$ cat src/rtl/paint_grid_ctrl.sv
// Keypad-driven colour-painting controller: scans a GRID x GRID keypad with a
// debounced single-key scanner, paints the selected cell and flags a full-grid match.
module paint_grid_ctrl #(
   parameter int GRID     = 4,
   parameter int COLOR_W  = 3,
   parameter int SCAN_DIV = 50000,
   parameter int DEBOUNCE = 3,
   parameter int CNT_W    = 8,
   localparam int CELLS   = GRID * GRID,
   localparam int IDX_W   = $clog2(CELLS),
   localparam int ROW_W   = $clog2(GRID),
   localparam int DIV_W   = $clog2(SCAN_DIV),
   localparam int DB_W    = $clog2(DEBOUNCE + 1)
) (
   input  logic                       Clk,
   input  logic                       Rst_n,
   input  logic [COLOR_W-1:0]         color,
   input  logic [COLOR_W-1:0]         color1,
   input  logic [COLOR_W-1:0]         color2,
   input  logic [CELLS-1:0]           target_mask,
   input  logic                       clear,
   input  logic [GRID-1:0]            C,
   output logic [GRID-1:0]            R,
   output logic [CELLS*COLOR_W-1:0]   paper,
   output logic                       key_valid,
   output logic [IDX_W-1:0]           key_idx,
   output logic [CNT_W-1:0]           paint_count,
   output logic                       correct
);

   typedef enum logic [1:0] {S_IDLE, S_CONFIRM, S_HELD, S_RELEASE} state_e;

   state_e                     state_q, state_d;
   logic [DIV_W-1:0]           div_q, div_d;
   logic [ROW_W-1:0]           row_q, row_d;
   logic [IDX_W-1:0]           cand_q, cand_d;
   logic [ROW_W-1:0]           cand_row_q, cand_row_d;
   logic [ROW_W-1:0]           cand_col_q, cand_col_d;
   logic [DB_W-1:0]            cnt_q, cnt_d;
   logic                       key_valid_q, key_valid_d;
   logic [IDX_W-1:0]           key_idx_q, key_idx_d;
   logic [CELLS*COLOR_W-1:0]   paper_q, paper_d;
   logic [CNT_W-1:0]           paint_count_q, paint_count_d;
   logic                       correct_q, correct_d;

   logic                       tick;
   logic [ROW_W:0]             low_cnt;
   logic [ROW_W-1:0]           hit_col;
   logic                       hit;
   logic [IDX_W-1:0]           hit_idx;
   logic                       on_cand_row;
   logic                       cand_present;
   logic                       new_press;
   logic [CELLS*COLOR_W-1:0]   target;

   always_ff @(posedge Clk or negedge Rst_n) begin
      if (!Rst_n) begin
         state_q       <= S_IDLE;
         div_q         <= '0;
         row_q         <= '0;
         cand_q        <= '0;
         cand_row_q    <= '0;
         cand_col_q    <= '0;
         cnt_q         <= '0;
         key_valid_q   <= 1'b0;
         key_idx_q     <= '0;
         paper_q       <= '0;
         paint_count_q <= '0;
         correct_q     <= 1'b0;
      end else begin
         state_q       <= state_d;
         div_q         <= div_d;
         row_q         <= row_d;
         cand_q        <= cand_d;
         cand_row_q    <= cand_row_d;
         cand_col_q    <= cand_col_d;
         cnt_q         <= cnt_d;
         key_valid_q   <= key_valid_d;
         key_idx_q     <= key_idx_d;
         paper_q       <= paper_d;
         paint_count_q <= paint_count_d;
         correct_q     <= correct_d;
      end
   end

   always_comb begin
      tick  = (div_q == DIV_W'(SCAN_DIV - 1));
      div_d = tick ? '0 : div_q + 1'b1;
      row_d = row_q;
      if (tick) begin
         row_d = (row_q == ROW_W'(GRID - 1)) ? '0 : row_q + 1'b1;
      end
   end

   // More than one low column in a row is a ghost pattern and decodes as no key.
   always_comb begin
      low_cnt = '0;
      hit_col = '0;
      for (int c = 0; c < GRID; c++) begin
         if (!C[c]) begin
            low_cnt = low_cnt + 1'b1;
            hit_col = ROW_W'(c);
         end
      end
      hit          = (low_cnt == (ROW_W + 1)'(1));
      hit_idx      = IDX_W'(row_q) * IDX_W'(GRID) + IDX_W'(hit_col);
      on_cand_row  = (row_q == cand_row_q);
      cand_present = !C[cand_col_q];
   end

   always_comb begin
      state_d    = state_q;
      cand_d     = cand_q;
      cand_row_d = cand_row_q;
      cand_col_d = cand_col_q;
      cnt_d      = cnt_q;
      if (tick) begin
         unique case (state_q)
            S_IDLE: begin
               if (hit) begin
                  cand_d     = hit_idx;
                  cand_row_d = row_q;
                  cand_col_d = hit_col;
                  cnt_d      = DB_W'(1);
                  state_d    = (DEBOUNCE == 1) ? S_HELD : S_CONFIRM;
               end
            end
            S_CONFIRM: begin
               if (on_cand_row) begin
                  if (hit && (hit_idx == cand_q)) begin
                     cnt_d = cnt_q + 1'b1;
                     if (cnt_q + 1'b1 == DB_W'(DEBOUNCE)) state_d = S_HELD;
                  end else begin
                     state_d = S_IDLE;
                  end
               end
            end
            S_HELD: begin
               if (on_cand_row && !cand_present) begin
                  cnt_d   = DB_W'(1);
                  state_d = (DEBOUNCE == 1) ? S_IDLE : S_RELEASE;
               end
            end
            S_RELEASE: begin
               if (on_cand_row) begin
                  if (cand_present) begin
                     state_d = S_HELD;
                  end else begin
                     cnt_d = cnt_q + 1'b1;
                     if (cnt_q + 1'b1 == DB_W'(DEBOUNCE)) state_d = S_IDLE;
                  end
               end
            end
            default: state_d = S_IDLE;
         endcase
      end
   end

   // Only a fresh press counts; a bounce back from RELEASE to HELD is the same key.
   always_comb begin
      new_press     = tick && (state_d == S_HELD) &&
                      ((state_q == S_IDLE) || (state_q == S_CONFIRM));
      key_valid_d   = new_press;
      key_idx_d     = new_press ? cand_d : key_idx_q;
      paper_d       = paper_q;
      paint_count_d = paint_count_q;
      if (clear) begin
         paper_d       = '0;
         paint_count_d = '0;
      end else if (new_press) begin
         paper_d[cand_d*COLOR_W +: COLOR_W] = color;
         if (paint_count_q != '1) paint_count_d = paint_count_q + 1'b1;
      end
      for (int k = 0; k < CELLS; k++) begin
         target[k*COLOR_W +: COLOR_W] = target_mask[k] ? color1 : color2;
      end
      correct_d = (paper_q == target);
   end

   assign R           = ~(GRID'(1) << row_q);
   assign paper       = paper_q;
   assign key_valid   = key_valid_q;
   assign key_idx     = key_idx_q;
   assign paint_count = paint_count_q;
   assign correct     = correct_q;

endmodule

$ cat config.mk
export PLATFORM = sky130hd
export DESIGN_NAME = paint_grid_ctrl
export DESIGN_NICKNAME = d
export VERILOG_FILES = /design/src/rtl/paint_grid_ctrl.sv
export SDC_FILE = /design/constraint.sdc
export NUM_CORES = 1
export LEC_CHECK = 0
export CAP_MARGIN = 20
export CORE_MARGIN = 2
export CORE_UTILIZATION = 59
export DETAILED_ROUTE_END_ITERATION = 7
export MAX_ROUTING_LAYER = met4
export PLACE_DENSITY = 0.87
export SLEW_MARGIN = 20
export SYNTH_ARGS = -nofsm -noshare
export SYNTH_HDL_FRONTEND = slang
export SYNTH_SLANG_ARGS = --single-unit
$ cat constraint.sdc
create_clock -name Clk -period 5.3 [get_ports Clk]
set_clock_uncertainty 0.1 [all_clocks]
set_input_delay 1.325 -clock Clk [delete_from_list [all_inputs] [get_ports Clk]]
set_output_delay 1.325 -clock Clk [all_outputs]
set_load 0.02 [all_outputs]
* Word-level counts from Yosys, hierarchy flattened *
Index checks and enable logic that the tools add are counted.

storage, ports and cells
  bits in registers = 92
  output and inout bits = 66
  bits of input ports = 32
  logic and storage cells = 109

cells by class
  multipliers = 1
  $add $sub $neg = 9
  bitwise gates (word level) = 1
  order comparisons = 1
  reduce and logical (&&, ||, !) cells = 11
  shift operators = 3
  eq/ne operators = 18
  multiplexer cells = 53

operators with widths
  cell                     count
  $mux 48                  2
  $mux 3                   19
  $bwmux 48                1
  $eq 48x48->1             1
  $shift 3x34->48 const A  1
  $shiftx 3x34->48         1
  $mux 2                   18
  $neg 6->34               1
  $mux 8                   3
  $add 16x1->16 const B    1
  $eq 16x16->1 const B     1
  $mux 16                  1
  $pmux 2 s4               2
  $mux 4                   3
  $ne 2x2->1 const B       6
  $eq 2x2->1 const B       5
  $add 3x1->3 const B      3
  $add 8x1->8 const B      1
  $ne 8x8->1 const B       1
  $reduce_and 7->1         1
  $mul 4x2->6 const B      1
  $add 2x1->2 const B      2
  $add 4x2->4              1
  $eq 4x4->1               1
  14 further kinds         20

* Longest topological paths before layout *
  depth in word-level cells = 18
  mapped depth = 17
  mapped depth without buffers = 16

* Least setup slack after synthesis *
No wires, ideal clock.

  kind = input to register
  start = input C[0]
  end = register paper_q[2], in the netlist paper[2]
  slack = 191 ps
  library setup time = 132 ps
  stages = 15
  arrival time = 4,877 ps
  data required time = 5,068 ps
  path buffers = 1
  path through = inv_1 -> ha_1 -> xnor2_1 -> ha_1 -> or2_1 -> o211a_1 -> nor4_4 -> mux2_2 -> ha_1 -> nor2_1 -> mux2_2 -> and4b_1 -> clkbuf_1 -> mux2i_1 -> nor2_1

between the ends
  cells in the longest elaborated chain, start to end = 17
  elaborated cells between the ends (all ways) = 34
  those cells by class = 4 x add/sub; 1 x mul; 2 x eq/ne; 2 x shift; 20 x mux; 5 x reduce/logical

ends and longest elaborated chain
  what                                                 line  text
  start: declaration                                   22    input logic [GRID-1:0] C,
  $mux 1 *                                             100   if (!C[c]) begin
  $add 3x1->3                                          101   low_cnt = low_cnt + 1'b1;
  $mux 3 *                                             100
  $add 3x1->3                                          101
  $mux 3 *                                             100
  $add 3x1->3                                          101
  $mux 3 *                                             100
  $eq 3x1->1 *                                         105   hit = (low_cnt == (ROW_W + 1)'(1));
  [2 not listed]                                       --
  $mux 4 *                                             117   if (tick) begin
  via cand_d[0]                                        36    logic [IDX_W-1:0] cand_q, cand_d;
  $mul 4x2->6 *                                        171   paper_d[cand_d*COLOR_W +: COLOR_W] = color;
  $neg 6->34 *                                         171
  $shiftx 3x34->48 or $shift 3x34->48 (tied branches)  171
  $bwmux 48 *                                          171
  $mux 48 *                                            170   end else if (new_press) begin
  $mux 48 *                                            167   if (clear) begin
  end signal: assignment                               80    paper_q <= paper_d;
  end: declaration                                     42    logic [CELLS*COLOR_W-1:0] paper_q, paper_d;

The timed path passes the listed nets; every way through them passes the cells marked *. The select of a mux whose other input is x is not followed.
A chain may end at the register's enable or synchronous reset.

* Final worst setup path *
  start = input C[1]
  end = register paper_q[2], in the netlist paper[2]

between the ends
  cells in the longest elaborated chain, start to end = 15
  elaborated cells between the ends (all ways) = 37
  those cells by class = 4 x add/sub; 1 x mul; 3 x eq/ne; 2 x shift; 22 x mux; 5 x reduce/logical

ends and longest elaborated chain
  what                                                 line  text
  $mux 3                                               100
  $add 3x1->3                                          101
  $mux 3                                               100
  $add 3x1->3                                          101
  $mux 3                                               100
  $eq 3x1->1                                           105
  $mux 4 *                                             120   if (hit) begin
  $mux 4 *                                             118   unique case (state_q)
  $mux 4 *                                             117
  via cand_d[0]                                        36
  $mul 4x2->6 *                                        171
  $neg 6->34 *                                         171
  $shiftx 3x34->48 or $shift 3x34->48 (tied branches)  171
  $bwmux 48 *                                          171
  $mux 48 *                                            170
  $mux 48 *                                            167

Marked as above.

==> run_results.csv <==
group,metric,value,unit
worst_setup_path,r2r_cells,11,
die,dieArea,0.0110,mm²
placed_design,place_area,0.00722,mm²
clock_tree,cts_buffers,9,
worst_setup_path,worst_ep_arrival_time,5350,ps
clock_tree,clock_sink_count,92,
yosys,yosysWarningCount,0,
worst_setup_path,endpoint,"paper[2]",
drt,dr.pass1.iters,6,
die,fp-row-count,36,
clock_tree,cts_setup_buffers,0,
worst_setup_path,crit_required,5420,ps
clock_tree,cts_max_path_buffers,2,
die,die_h,105,µm
placed_design,dp_hpwl,14.4,mm
drt,wl_per_cell,22.5,µm
timing,finalHoldViolCount,0,
timing,maxSlewHeadroom,0.305,
yosys,synth.avg_cell_area,9.53,µm²
grt,grt_pass1_vias,5706,
yosys,synth_area_leaders,"dfrtp_1 (38%), mux2i_1 (8.3%), nand2b_1 (4.8%)",
final_layout,synthToLayoutAreaGrowth,23.6,%
drt,drc_errors,0,
outcome,status,"finished clean",
timing,slew_violations,0,
worst_setup_path,reg2reg_to,"paper[2]",
clock_tree,clkSlewWorstSetupHoldPaths,110,ps
grt,antenna_found_initial,0,
pwr,leakagePower,0.00326,µW
drt,num_vias,5730,
grt,grt_max_degree,58,
worst_setup_path,startpoint_type,"input pin",
drt,first_iter_violations,589,
die,initial_utilization,0.611,
final_layout,layout_common_cells,"clkdlybuf4s50_1 (96), dfrtp_1 (92), mux2i_1 (50), nand2b_1 (46), inv_1 (45)",
yosys,yosysTopAreaCellShare,0.382,
yosys,synthFlopType,"dfrtp_1",
drt,ant_nets,0,
placed_design,place.gp.congestion,1.01,
timing,period_share,0.987,
yosys,yosys.area.top_type,"dfrtp_1",
final_layout,final_nets,781,
placed_design,io_buffers,97,
worst_hold_path,hold_class,"reg -> reg",
die,core_area,0.00986,mm²
clock_tree,clock_latency,390,ps
worst_setup_path,path_class,"in -> reg",
die,io_pins,98,
final_layout,fin_area,0.00745,mm²
pwr,ir_drop,0.000250,V
yosys,synth_edf_count,0,
worst_setup_path,crit_path_max_fanout,4,
drt,finalWirelength,19.7,mm
timing,finalCriticalPeriod,5230,ps
pwr,power,1460,µW
worst_setup_path,r2r_slack,1670,ps
final_layout,post_route_cells_drive_above_1_share,0.108,
run,maxCapViolCount,0,
timing,tightestPinTransition,1040,ps
yosys,synthDistinctLibCells,69,
die,die_w,105,µm
pwr,power.density,196,mW/mm²
yosys,syn_area,0.00602,mm²
worst_setup_path,r2r_start,"div_q[0]",
yosys,synth_seq_area_share,0.382,
worst_setup_path,end_kind,"flip-flop",
grt,grt_pass1_wl,30.9,mm
final_layout,antenna_cells,0,
clock_tree,h-tree-depth,3,
yosys,ys_ff_latch,92,
yosys,synthCells,632,
worst_setup_path,crit_path_start,"C[1]",
clock_tree,clk_root_buffer_cell,"clkbuf_8",
grt,track_usage,0.371,
drt,vias_per_cell,6.56,
final_layout,final_common_cell,"clkdlybuf4s50_1",
yosys,synthArstFlopShare,1.00,
timing,fmax,191,MHz
grt,grt_overflow_total,0,
clock_tree,cts_tree,"built",
yosys,syn_nets,677,
timing,finalSetupViolations,0,
synthesized netlist by cell type, types with 3 or more instances:
| master | number |
|---|---|
| dfrtp_1 | 92 |
| mux2_2 | 9 |
| mux2i_1 | 50 |
| o22ai_1 | 34 |
| nor3_1 | 10 |
| and4bb_2 | 3 |
| inv_1 | 45 |
| nand3_1 | 22 |
| a21oi_1 | 14 |
| a2111oi_0 | 3 |
| a222oi_1 | 5 |
| o21ai_0 | 28 |
| a31oi_1 | 3 |
| a311o_1 | 4 |
| nor2_1 | 39 |
| nand4_1 | 5 |
| nand2_1 | 32 |
| and3_1 | 7 |
| ha_1 | 13 |
| xor2_1 | 15 |
| and2_1 | 3 |
| clkbuf_1 | 21 |
| a22oi_1 | 24 |
| nor4_1 | 5 |
| nand3_4 | 6 |
| buf_6 | 4 |
| xnor2_1 | 20 |
| o21ai_1 | 3 |
| o221ai_1 | 8 |
| a221oi_1 | 10 |
| nand2b_1 | 46 |
worst max-delay path, stage by stage:
cell and delay, ps:
clkdlybuf4s50_1 500, inv_1 80, ha_1 320, xnor2_2 230
ha_1 260, or2_1 240, o211a_1 260, nor4_4 340
mux2_2 430, ha_1 360, nor2_1 180, mux2_2 220
and4b_2 310, mux2i_1 230, nor2_1 70
metal layers:
metal / share of wire / track usage
met1: 0.42 / 0.493
met2: 0.46 / 0.568
met3: 0.087 / 0.0736
met4: 0.033 / 0.130
met5: 0 / -
cell families after synthesis:
group / count (synthesis) / share of synthesized area
simple gates: 204 / 0.203
compound gates: 152 / 0.174
flops: 92 / 0.382
xor+xnor: 36 / 0.0536
buf+inv: 74 / 0.0519
mux: 61 / 0.108
fa+ha+maj: 13 / 0.0270
state kept, by name, summed over array words and instances, names as in the netlist:
| name | cells |
|---|---|
| key_valid | 1 |
| cand_col_q | 2 |
| row_q | 2 |
| cand_q | 4 |
| correct | 1 |
| state_q | 2 |
| cnt_q | 2 |
| key_idx | 4 |
| paint_count | 8 |
| paper | 48 |
| div_q | 16 |
| cand_row_q | 2 |
per-stage QoR:
step                      cells  setup slack, ps  TNS, ps  utilization  hold slack, ps
after floorplan             632              191        0            -             347
after detailed placement    858             -329    -6900        0.732             376
final                       874             68.7        0        0.755             397
after global placement      858             -128    -2010        0.732             366
after CTS                   874             81.6        0        0.752             393
after global routing        874            -70.6     -116        0.755             419
layout make-up:
class / instances / area [µm²]
well taps: 133 / 166
flip-flops and latches: 92 / 2300
fillers: 669 / 2420
clock inverters: 7 / 76.3
clock buffers: 9 / 124
inverters: 47 / 176
repair buffers: 120 / 1170
multi-input cells: 466 / 3440
where the power goes:
group | switching (µW) | leakage [µW] | internal (µW) | total, µW
clock network | 303 | 0.000102 | 187 | 490
registers | 3.47 | 0.00127 | 705 | 709
logic | 152 | 0.00189 | 107 | 259
total | 458 | 0.00326 | 999 | 1460
timing repair:
action	4_1_cts	5_1_grt
gates resized for setup	0	6
endpoints found under the setup margin	0	22
hold buffers	0	0
worst min-delay path by stage:
stage                          start         end  slack, ps  depth (start not counted)
final                      div_q[13]   div_q[13]        400                          1
after global routing       div_q[13]   div_q[13]        420                          1
after CTS                   div_q[0]    div_q[0]        390                          1
after detailed placement  key_idx[3]  key_idx[3]        380                          2
after global placement      div_q[0]    div_q[0]        370                          1
after floorplan             div_q[0]    div_q[0]        350                          1
No activity file was read; power rests on OpenSTA's default activity.
